$ cat src/rtl/uart_pkg.sv
// Shared types and constants for the UART receive-line frontend.
// Autobaud support is compiled in when UART_AUTOBAUD_EN is defined.
package uart_pkg;

  typedef enum logic [2:0] {
    IDLE,
    ARM,
    WAIT_START,
    MEASURE,
    FINISH
  } ab_state_t;

  localparam logic [7:0] AB_SYNC_CHAR = 8'h55;
  localparam int         AB_EDGES     = 5;
  localparam int         AB_RND       = 8;

  function automatic logic maj3(input logic [2:0] v);
    return (v[0] & v[1]) | (v[1] & v[2]) | (v[0] & v[2]);
  endfunction

endpackage

$ cat src/rtl/uart_rx_sync_filter.sv
// Two-flop synchroniser, 3-tap majority glitch filter and
// registered falling-edge detect for the raw RX line.
module uart_rx_sync_filter
  import uart_pkg::*;
#(
  parameter logic SYNC_INIT = 1'b1
) (
  input  logic clk_i,
  input  logic rst_ni,
  input  logic rx_i,
  output logic rx_o,
  output logic fall_o
);

  logic       s1_q, s2_q;
  logic [2:0] f_q;
  logic       rx_q, prev_q, fall_q;

  always_ff @(posedge clk_i or negedge rst_ni) begin
    if (!rst_ni) begin
      s1_q   <= SYNC_INIT;
      s2_q   <= SYNC_INIT;
      f_q    <= {3{SYNC_INIT}};
      rx_q   <= SYNC_INIT;
      prev_q <= SYNC_INIT;
      fall_q <= 1'b0;
    end else begin
      s1_q   <= rx_i;
      s2_q   <= s1_q;
      f_q    <= {f_q[1:0], s2_q};
      rx_q   <= maj3(f_q);
      prev_q <= rx_q;
      fall_q <= prev_q & ~rx_q;
    end
  end

  assign rx_o   = rx_q;
  assign fall_o = fall_q;

endmodule

$ cat src/rtl/uart_rx_frontend.sv
// RX line conditioning plus optional 0x55 autobaud measurement.
// Define UART_AUTOBAUD_EN to compile in the autobaud engine.
module uart_rx_frontend
  import uart_pkg::*;
#(
  parameter logic SYNC_INIT = 1'b1,
  parameter int   AB_CNT_W  = 20
) (
  input  logic        Clk,
  input  logic        Rst_n,
  input  logic        RX,
  output logic        rx_o,
  output logic        fall_o,
  input  logic        ab_start,
  output logic        ab_busy,
  output logic        ab_done,
  output logic        ab_err,
  output logic [15:0] ab_div
);

  uart_rx_sync_filter #(
    .SYNC_INIT(SYNC_INIT)
  ) u_filt (
    .clk_i (Clk),
    .rst_ni(Rst_n),
    .rx_i  (RX),
    .rx_o  (rx_o),
    .fall_o(fall_o)
  );

`ifdef UART_AUTOBAUD_EN

  localparam logic [2:0] LAST_EDGE = 3'(AB_EDGES - 1);

  ab_state_t state_q, state_d;

  logic [AB_CNT_W-1:0] tot_q, tot_d;
  logic [AB_CNT_W-1:0] int_q, int_d;
  logic [AB_CNT_W-1:0] ref_q, ref_d;
  logic [2:0]          edge_q, edge_d;
  logic                err_q, err_d;
  logic [15:0]         div_q, div_d;

  logic [AB_CNT_W:0]   div_sum;
  logic [15:0]         div_calc;
  logic [AB_CNT_W-1:0] diff, tol;
  logic                tot_max, int_bad, fin_err;

  assign div_sum  = {1'b0, tot_q} + (AB_CNT_W+1)'(AB_RND);
  assign div_calc = 16'(div_sum >> 4);
  assign diff     = (int_q >= ref_q) ? (int_q - ref_q)
                                     : (ref_q - int_q);
  assign tol      = ref_q >> 2;
  assign int_bad  = diff > tol;
  assign tot_max  = &tot_q;
  assign fin_err  = err_q | (div_calc == 16'd0);

  always_ff @(posedge Clk or negedge Rst_n) begin
    if (!Rst_n) begin
      state_q <= IDLE;
      tot_q   <= '0;
      int_q   <= '0;
      ref_q   <= '0;
      edge_q  <= '0;
      err_q   <= 1'b0;
      div_q   <= '0;
    end else begin
      state_q <= state_d;
      tot_q   <= tot_d;
      int_q   <= int_d;
      ref_q   <= ref_d;
      edge_q  <= edge_d;
      err_q   <= err_d;
      div_q   <= div_d;
    end
  end

  always_comb begin
    state_d = state_q;
    unique case (state_q)
      IDLE:       if (ab_start) state_d = ARM;
      ARM:        if (rx_o) state_d = WAIT_START;
      WAIT_START: if (fall_o) state_d = MEASURE;
      MEASURE: begin
        if (tot_max)
          state_d = FINISH;
        else if (fall_o && edge_q == LAST_EDGE)
          state_d = FINISH;
      end
      FINISH:     state_d = IDLE;
      default:    state_d = IDLE;
    endcase
  end

  // Timeout takes priority over a coincident edge.
  always_comb begin
    tot_d  = tot_q;
    int_d  = int_q;
    ref_d  = ref_q;
    edge_d = edge_q;
    err_d  = err_q;
    div_d  = div_q;
    unique case (state_q)
      WAIT_START: begin
        if (fall_o) begin
          tot_d  = '0;
          int_d  = '0;
          edge_d = 3'd1;
          err_d  = 1'b0;
        end
      end
      MEASURE: begin
        tot_d = tot_max ? tot_q : tot_q + 1'b1;
        int_d = int_q + 1'b1;
        if (tot_max) begin
          err_d = 1'b1;
        end else if (fall_o) begin
          if (edge_q == 3'd1)
            ref_d = int_q;
          else if (int_bad)
            err_d = 1'b1;
          int_d  = '0;
          edge_d = edge_q + 3'd1;
        end
      end
      FINISH: if (!fin_err) div_d = div_calc;
      default: ;
    endcase
  end

  always_comb begin
    ab_busy = (state_q == ARM) || (state_q == WAIT_START)
           || (state_q == MEASURE);
    ab_done = (state_q == FINISH);
    ab_err  = ab_done & fin_err;
    ab_div  = (ab_done && !fin_err) ? div_calc : div_q;
  end

`else

  logic ab_unused;
  localparam int AB_UNUSED_W = AB_CNT_W;

  assign ab_unused = ab_start;
  assign ab_busy   = 1'b0;
  assign ab_done   = 1'b0;
  assign ab_err    = 1'b0;
  assign ab_div    = 16'h0000;

`endif

endmodule

$ cat config.mk
export PLATFORM = sky130hd
export DESIGN_NAME = uart_rx_frontend
export DESIGN_NICKNAME = d
export VERILOG_FILES = /design/src/rtl/uart_pkg.sv /design/src/rtl/uart_rx_sync_filter.sv /design/src/rtl/uart_rx_frontend.sv
export SDC_FILE = /design/constraint.sdc
export NUM_CORES = 1
export LEC_CHECK = 0
export ABC_AREA = 0
export CAP_MARGIN = 20
export CELL_PAD_IN_SITES_DETAIL_PLACEMENT = 1
export CELL_PAD_IN_SITES_GLOBAL_PLACEMENT = 1
export CORE_MARGIN = 10
export CORE_UTILIZATION = 23
export CTS_BUF_LIST = sky130_fd_sc_hd__clkbuf_2
export CTS_CLUSTER_DIAMETER = 80
export DETAILED_ROUTE_END_ITERATION = 12
export PLACE_DENSITY_LB_ADDON = 0.3
export SYNTH_ARGS = -nofsm -noshare
export SYNTH_HDL_FRONTEND = slang
export SYNTH_SLANG_ARGS = --single-unit
export TNS_END_PERCENT = 1
$ cat constraint.sdc
create_clock -name Clk -period 0.8 [get_ports Clk]
set_input_delay 0.2 -clock Clk [delete_from_list [all_inputs] [get_ports Clk]]
set_output_delay 0.2 -clock Clk [all_outputs]
set_load 0.01 [all_outputs]
==> flow_metrics.env, run 1 <==
export IMPL_outcome="finished with violations"
export IMPL_violations="setup timing"
export IMPL_use_met1_pct=2.506
export IMPL_crit_family="flip-flops"
export IMPL_fmax_mhz=927.6
export IMPL_nets=43
export IMPL_grt_util_met3_pct=4.449
export IMPL_grt_pass1_wl_um=897
export IMPL_syn_avg_cell_area_um2=12.43
export IMPL_drive_gt1_share_pct=39.47
export IMPL_gr_usage_all_layers_pct=3.510
export IMPL_critPathLaunch="u_filt.rx_o"
export IMPL_crit_chain="buf_6"
export IMPL_drt_wl_total_um=625
export IMPL_grt_antenna_before_repair=0
export IMPL_cts_hold_buffers=0
export IMPL_cp_arrival_ns=0.88
export IMPL_hold_viol_final=0
export IMPL_ir_worst_vdd_v=0.0007671
export IMPL_area_growth_pct=2.349
export IMPL_cp_data_required_time_ns=0.60
export IMPL_crit_path_max_fanout=2
export IMPL_reg2regPathDepth=2
export IMPL_maxSlewViolCount=0
export IMPL_fin_skew_ns=0.01362
export IMPL_slowest_stage="dfstp_2"
export IMPL_clk_pin_slew_ns=0.09
export IMPL_fp_dieW_um=60.27
export IMPL_finalCriticalPeriod_ns=1.078
export IMPL_busiest_layer="met2"
export IMPL_cts_setup_buffers=0
export IMPL_stdcell_area_um2=381.6
export IMPL_place_hpwl_um=531.7
export IMPL_netlist_area_um2=372.9
export IMPL_fin_crit_sh_pct=134.8
export IMPL_start_util_pct=24.47
export IMPL_core_um2=1524
export IMPL_drt_initial_drc_count=0
export IMPL_cts_tree="built"
export IMPL_leakagePower_nw=0.1935
export IMPL_antenna_left=0
export IMPL_multi_input_comb_area_um2=88.84
export IMPL_path_class="reg2out"
export IMPL_ios=25
export IMPL_yosysWarnings=0
export IMPL_dr_pass1_iters=1
export IMPL_nFillCells=175
export IMPL_cts_root_buf="clkbuf_2"
export IMPL_synth_distinct_cells=6
export IMPL_r2r_setup_slack_ns=0.01
export IMPL_dpl_instance_area_um2=365.4
export IMPL_p_per_area_nw_per_um2=2134
export IMPL_vias=158
export IMPL_grt_max_degree=9
export IMPL_seq_area_um2=209.0
export IMPL_synthCells=30
export IMPL_hold_path_class="in2async"
export IMPL_synth_seq_area_share_pct=56.04
export IMPL_met2_usage_pct=6.029
export IMPL_antenna_cells=0
export IMPL_htreeDepth=1
export IMPL_stdcell_count=54
export IMPL_start_kind="register"
export IMPL_die_area_um2=3632
export IMPL_gp_congestion=0.5439
export IMPL_final_setup_worst_slack_ns=-0.2780
export IMPL_rows=14
export IMPL_clock_latency_ns=0.24
export IMPL_grt_setup_unrepaired="yes"
export IMPL_numCtsBuffers=3
export IMPL_dp_cells=50
export IMPL_via_per_inst=2.926
export IMPL_drv_cap=0
export IMPL_drc=0
export IMPL_grt_pass1_vias=193
export IMPL_fin_tns_setup_ns=-0.4258
export IMPL_r2r_start="u_filt.rx_o"
export IMPL_finalSetupViolations=2
export IMPL_clock_sinks=8
export IMPL_io_buffers=4
export IMPL_yosys_register_bits=8
export IMPL_r2r_end="u_filt.fall_o"
export IMPL_cp_buffers_inverters=1
export IMPL_clockBufferDepth=2
export IMPL_max_stage_delay_ns=0.55
export IMPL_die_h_um=60.27
export IMPL_overflow=0
export IMPL_wl_per_cell_um=11.57
export IMPL_end_kind="primary output"
## layout by cell type (no fill, tap or decap)
master / synthesis / layout
maj3_2: 1 / 1
conb_1: 1 / 19
buf_2: 0 / 1
buf_6: 0 / 1
buf_4: 19 / 1
dfrtp_1: 1 / 1
clkbuf_2: 0 / 4
clkdlybuf4s50_1: 0 / 2
dfstp_2: 7 / 7
nor2b_1: 1 / 1
## worst max-delay path by stage
stage | end | slack (ns) | cells after the start
after floorplan | u_filt.rx_o | 0.06 | 1
after CTS | rx_o | -0.31 | 1
after detailed placement | rx_o | -0.44 | 1
after global placement | rx_o | -0.44 | 1
after global routing | rx_o | -0.33 | 1
final | rx_o | -0.28 | 1
## final cells by class
| cell class | instances | share of cell area [%] |
|---|---|---|
| multi-input combinational | 21 | 23.28 |
| sequential | 8 | 54.75 |
| tap | 16 | 5.246 |
| timing repair buffer | 5 | 11.48 |
| clock buffer | 4 | 5.246 |
## where the power goes
part / switching [W] / leakage [nW] / internal (W) / total [W]
registers: 0.0000102 / 0.0865 / 0.000445 / 0.000455
logic: 0.0000627 / 0.0904 / 0.0000279 / 0.0000906
clock network: 0.000136 / 0.0166 / 0.000133 / 0.000269
total: 0.000209 / 0.193 / 0.000606 / 0.000815
## timing repair
action                                  CTS  global route
pin swaps                                 0             0
endpoints found under the setup margin    2             3
gates resized for setup                   9             0
## synth_stat cells
| master | number | area share, % |
|---|---|---|
| nor2b_1 | 1 | 1.7 |
| buf_4 | 19 | 38 |
| conb_1 | 1 | 1.0 |
| dfrtp_1 | 1 | 6.7 |
| maj3_2 | 1 | 3.0 |
| dfstp_2 | 7 | 49 |
## per-layer routing
metal | wire length [um] | vias to the layer above
met1 | 193 | 79
li1 | - | 68
met5 | 0 | -
met3 | 101 | 0
met2 | 330 | 11
met4 | 0 | 0
## logic make-up (layout without fill, tap and decap cells)
kind of cell | after synthesis | in the layout | synth area share, %
adders and majority gates | 1 | 1 | 3.020
buffers and inverters | 19 | 9 | 38.26
DFF | 8 | 8 | 56.04
other | 1 | 19 | 1.006
and+or+nand+nor | 1 | 1 | 1.679
## sequential cells by signal (all words and copies together), names as in the netlist
name	cells
u_filt.s1_q	1
u_filt.fall_o	1
u_filt.rx_o	1
u_filt.s2_q	1
u_filt.f_q	3
u_filt.prev_q	1
## per-stage QoR
stage / setup WS, ns / utilization, % / power [W] / hold WS [ns]
detailed placement: -0.4410 / 23.97 / 0.0005517 / 0.3549
floorplan: 0.06033 / - / 0.0005778 / -0.09559
global placement: -0.4380 / 23.97 / 0.0005471 / 0.3471
CTS: -0.3072 / 25.04 / 0.0008365 / 0.2209
global route: -0.3330 / 25.04 / 0.0008697 / 0.2310
finish: -0.2780 / 25.04 / 0.0008145 / 0.2285
(Power assumes the default switching activity.)
==> inputs of run 2 (changes only) <==
--- a/config.mk
+++ b/config.mk
@@ -6,7 +6,6 @@
 export NUM_CORES = 1
 export LEC_CHECK = 0
 export ABC_AREA = 0
-export CAP_MARGIN = 20
 export CELL_PAD_IN_SITES_DETAIL_PLACEMENT = 1
 export CELL_PAD_IN_SITES_GLOBAL_PLACEMENT = 1
 export CORE_MARGIN = 10
==> results of run 2 <==
The final DEF is identical to that of run 1; final timing and power are the same.
